**src/rtl/scan_chain_ctrl.sv**
```systemverilog
// scan_chain_ctrl: serialises a parallel word into a register_cell chain, strobes update, reads back old contents
module scan_chain_ctrl #(
    parameter int CHAIN_LEN = 16,
    parameter int UPD_HOLD  = 1
) (
    input  logic                 clk,
    input  logic                 reset,
    input  logic                 start_i,
    input  logic [CHAIN_LEN-1:0] data_in_i,
    input  logic                 chain_ret_i,
    output logic                 chain_in_o,
    output logic                 enable_o,
    output logic                 update_o,
    output logic                 busy_o,
    output logic                 done_o,
    output logic [CHAIN_LEN-1:0] rd_data_o
);
    localparam int MAXC = CHAIN_LEN > UPD_HOLD ? CHAIN_LEN : UPD_HOLD;
    localparam int CW   = $clog2(MAXC + 1);

    typedef enum logic [1:0] {IDLE, SHIFT, UPDATE, FINISH} state_t;

    state_t               state_q, state_d;
    logic [CW-1:0]        cnt_q, cnt_d;
    logic [CHAIN_LEN-1:0] sh_q, sh_d, rd_q, rd_d, rd_data_q, rd_data_d;
    logic                 chain_in_q, chain_in_d, enable_q, enable_d;
    logic                 update_q, update_d, busy_q, busy_d, done_q, done_d;

    // state and registered outputs; reset never touches update, so cell outputs survive
    always_ff @(posedge clk) begin
        if (reset) begin
            state_q    <= IDLE;
            cnt_q      <= '0;
            sh_q       <= '0;
            rd_q       <= '0;
            rd_data_q  <= '0;
            chain_in_q <= 1'b0;
            enable_q   <= 1'b0;
            update_q   <= 1'b0;
            busy_q     <= 1'b0;
            done_q     <= 1'b0;
        end else begin
            state_q    <= state_d;
            cnt_q      <= cnt_d;
            sh_q       <= sh_d;
            rd_q       <= rd_d;
            rd_data_q  <= rd_data_d;
            chain_in_q <= chain_in_d;
            enable_q   <= enable_d;
            update_q   <= update_d;
            busy_q     <= busy_d;
            done_q     <= done_d;
        end
    end

    // sequencing: MSB first out, tail bits captured into rd while shifting
    always_comb begin
        state_d    = state_q;
        cnt_d      = cnt_q;
        sh_d       = sh_q;
        rd_d       = rd_q;
        rd_data_d  = rd_data_q;
        chain_in_d = chain_in_q;
        enable_d   = enable_q;
        update_d   = update_q;
        busy_d     = busy_q;
        done_d     = done_q;
        case (state_q)
            IDLE: begin
                if (start_i) begin
                    state_d    = SHIFT;
                    sh_d       = data_in_i;
                    cnt_d      = '0;
                    enable_d   = 1'b1;
                    chain_in_d = data_in_i[CHAIN_LEN-1];
                    busy_d     = 1'b1;
                end
            end
            SHIFT: begin
                rd_d       = {rd_q[CHAIN_LEN-2:0], chain_ret_i};
                sh_d       = sh_q << 1;
                chain_in_d = sh_q[CHAIN_LEN-2];
                cnt_d      = cnt_q + CW'(1);
                if (cnt_q == CW'(CHAIN_LEN - 1)) begin
                    state_d    = UPDATE;
                    enable_d   = 1'b0;
                    update_d   = 1'b1;
                    chain_in_d = 1'b0;
                    cnt_d      = '0;
                end
            end
            UPDATE: begin
                cnt_d = cnt_q + CW'(1);
                if (cnt_q == CW'(UPD_HOLD - 1)) begin
                    state_d   = FINISH;
                    update_d  = 1'b0;
                    done_d    = 1'b1;
                    rd_data_d = rd_q;
                    cnt_d     = '0;
                end
            end
            FINISH: begin
                state_d = IDLE;
                done_d  = 1'b0;
                busy_d  = 1'b0;
            end
            default: state_d = IDLE;
        endcase
    end

    assign chain_in_o = chain_in_q;
    assign enable_o   = enable_q;
    assign update_o   = update_q;
    assign busy_o     = busy_q;
    assign done_o     = done_q;
    assign rd_data_o  = rd_data_q;
endmodule

```
**config.mk**
```make
export PLATFORM = sky130hd
export DESIGN_NAME = scan_chain_ctrl
export DESIGN_NICKNAME = d
export VERILOG_FILES = /design/src/rtl/scan_chain_ctrl.sv
export SDC_FILE = /design/constraint.sdc
export NUM_CORES = 1
export LEC_CHECK = 0
export CAP_MARGIN = 10
export CORE_MARGIN = 1
export CORE_UTILIZATION = 52
export DETAILED_ROUTE_END_ITERATION = 8
export PLACE_DENSITY = 0.89
export SLEW_MARGIN = 20
export SYNTH_ARGS = -nofsm -noshare
export SYNTH_HDL_FRONTEND = slang
export SYNTH_SLANG_ARGS = --single-unit
```
**constraint.sdc**
```tcl
create_clock -name clk -period 2.5 [get_ports clk]
set_clock_uncertainty 0.2 [all_clocks]
set_input_delay 0.5 -clock clk [delete_from_list [all_inputs] [get_ports clk]]
set_output_delay 0.5 -clock clk [all_outputs]
set_load 0.05 [all_outputs]
```
==> impl_metrics.env <==
export IMPL_die_h_um=71.3
export IMPL_cts_resized_gates=0
export IMPL_critPathTopFamily="buffers and inverters"
export IMPL_finalNonFillerCells=378
export IMPL_root_buffer="clkbuf_8"
export IMPL_slew_headroom=0.623
export IMPL_drc=1
export IMPL_htree_levels=3
export IMPL_fp_dieW_um=71.3
export IMPL_synth_compound_area_share=0.143
export IMPL_syn_area_per_cell_um2=8.83
export IMPL_grt_pass1_vias=2017
export IMPL_synth_adder_area_share=0.0451
export IMPL_p_switching_mw=1.20
export IMPL_yosysWarnings=0
export IMPL_synthDistinctLibCells=31
export IMPL_timing_hold_violations_final=0
export IMPL_synth_xor_area_frac=0.00351
export IMPL_wl_um=5430
export IMPL_ys_seq_area_frac=0.473
export IMPL_grt_util_met1=0.288
export IMPL_synth_seq_cells=59
export IMPL_post_route_period_util=0.895
export IMPL_path_class="flip-flop to primary output"
export IMPL_cts_setup_buffers=0
export IMPL_clkSinkCount=59
export IMPL_die_area_um2=5090
export IMPL_grt_use_met2=0.371
export IMPL_worst_ep_required_time_ps=1800
export IMPL_p_leak_nw=1.18
export IMPL_cts_hold_buffers=0
export IMPL_cp_cell_sequence="clkdlybuf4s50_1"
export IMPL_critPathLaunchType="flip-flop"
export IMPL_finish_net_count=350
export IMPL_gp_congestion=0.809
export IMPL_busiest_layer="met2"
export IMPL_power_switching_share=0.349
export IMPL_synthSimpleGateAreaFrac=0.170
export IMPL_clock_path_buffers=2
export IMPL_path_buf_inv=1
export IMPL_grt_max_degree=32
export IMPL_most_common_layout_cells="dfxtp_1 (59), nand2_1 (44), nor2_1 (40)"
export IMPL_synth_fp_nets=312
export IMPL_end_kind="primary output"
export IMPL_initial_core_util=0.558
export IMPL_path_max_fanout=3
export IMPL_holdWs_ps=256
export IMPL_overflow=0
export IMPL_grt_use_total=0.234
export IMPL_syn_cell_area_um2=2500
export IMPL_slew_violations=0
export IMPL_hold_path_class="flip-flop to flip-flop"
export IMPL_synth_top_family_by_area="simple AND/OR/NAND/NOR gates"
export IMPL_yosys_top_cells_area="dfxtp_1 (47%), mux2i_1 (12%), nand2_1 (6.6%), a21oi_1 (6.0%), nor2_1 (6.0%)"
export IMPL_via_per_inst=5.50
export IMPL_drt_pass1_iterations=6
export IMPL_dp_final_hpwl_um=3460
export IMPL_met3_usage=0.0731
export IMPL_muxShareOfSynthArea=0.120
export IMPL_diodes=0
export IMPL_io_pins=41
export IMPL_ir_drop_v=0.000516
export IMPL_synth_cells=283
export IMPL_tritoncts="done"
export IMPL_drt_wirelength_per_cell_um=14.4
export IMPL_clockPowerShare=0.306
export IMPL_core_area_um2=4470
export IMPL_drt_initial_drc_count=96
export IMPL_slowest_delay_ps=840
export IMPL_worst_slew_pin_slew_ps=564
export IMPL_synth_top_area_share=0.473
export IMPL_grt_pass1_wl_um=9230
export IMPL_p_int_mw=2.24
export IMPL_max_freq_ghz=0.447
export IMPL_critPathArrivalTime_ps=1540
export IMPL_areaGrowthSynthToFinish_pct=27.1
export IMPL_drv_cap=0
export IMPL_antenna_found_initial=0
export IMPL_fin_tns_setup_ps=0
export IMPL_rsz0062_at_grt="false"
export IMPL_clk_pin_slew_worst_paths_ps=60
export IMPL_synth_top_area_cell="dfxtp_1"
export IMPL_violations="DRC"
export IMPL_pwr_share_seq=0.342
export IMPL_ant_nets=0
export IMPL_fp_row_count=24
export IMPL_crit_slowest_cell="clkdlybuf4s50_1"
export IMPL_clkLatencyLatePin_ps=340
export IMPL_combPwrFrac=0.352
export IMPL_dr_total_vias=2079
export IMPL_setup_violations=0
export IMPL_cts_made_buffers=9
export IMPL_port_buffers=40
export IMPL_drive_gt1_frac=0.0828
export IMPL_final_common_cell="dfxtp_1"
export IMPL_status="finished with violations"
export IMPL_cellPowerDensity_nw_per_um2=1080
export IMPL_place_inst=362
export IMPL_layout_min_cycle_time_ps=2240
## per-stage QoR
stage / power (mW) / area [um^2] / setup slack (ps) / utilization
floorplan: 2.11 / 2500 / 712 / -
global placement: 2.34 / 2940 / 361 / 0.656
detailed placement: 2.39 / 2940 / 291 / 0.656
CTS: 3.45 / 3180 / 250 / 0.710
global route: 3.63 / 3180 / 216 / 0.710
finish: 3.45 / 3180 / 262 / 0.710
## area by class of cell
class / instances / area (um^2)
fill: 342 / 1300
multi-input combinational: 197 / 1210
sequential: 59 / 1180
timing repair buffer: 45 / 445
clock buffer: 11 / 141
clock inverter: 5 / 100
tap: 52 / 65.1
inverter: 9 / 33.8
## cells in the mapped netlist
cell type / instances
nand2b_1: 3
buf_2: 7
nor3b_1: 1
o21ai_1: 5
ha_1: 9
clkbuf_1: 7
a211oi_1: 15
and2b_4: 1
nor4b_2: 1
a22oi_1: 1
a211oi_2: 1
nand4_1: 1
a2111oi_0: 1
or4b_4: 1
xnor2_1: 1
inv_1: 9
a21oi_1: 30
a32o_1: 1
dfxtp_1: 59
a21o_1: 1
nand2_1: 44
nor2_1: 40
nand3_1: 3
buf_1: 3
buf_4: 1
a31oi_1: 1
mux2i_1: 30
o2111ai_1: 2
nor2b_1: 1
and2_1: 1
nor3_1: 2
## final timing paths
kind / start / endpoint / slack (ps) / cells past startpoint
worst max-delay path: enable_o / enable_o / 260 / 1
worst min-delay path: rd_data_o[6] / rd_data_o[6] / 260 / 2
worst max register to register: cnt_q[1] / cnt_q[2] / 460 / 8
worst min register to register: rd_data_o[6] / rd_data_o[6] / 260 / 2
## flip-flops by register name, indices dropped and copies added (netlist names)
signal,flops
enable_o,1
rd_q,16
done_o,1
sh_q,15
state_q,2
rd_data_o,16
chain_in_o,1
busy_o,1
cnt_q,5
update_o,1
## power by group through the flow
stage                     Combinational [mW]  Clock [mW]  Sequential [mW]
after CTS                               1.21        1.06             1.18
after detailed placement                1.19           0             1.20
after global routing                    1.33        1.11             1.19
after floorplan                        0.855           0             1.26
final                                   1.21        1.06             1.18
after global placement                  1.16           0             1.19
## cell families after synthesis
group | after synthesis
muxes | 30
DFF | 59
AOI/OAI and AO/OA | 58
adders and majority gates | 9
buffers and inverters | 27
xor gates and xnor gates | 1
and+or+nand+nor | 99
## tightest hold or removal path: stages, from the launching register on
cell     delay (ps)
dfxtp_1         310
nand2_1          50
a21oi_1          50
## per-layer routing
layer / vias to the layer above / part of all wire
met4: 0 / 0.019
li1: 1044 / -
met3: 10 / 0.046
met1: 978 / 0.47
met2: 47 / 0.47
met5: - / 0
(Power assumes the default switching activity.)
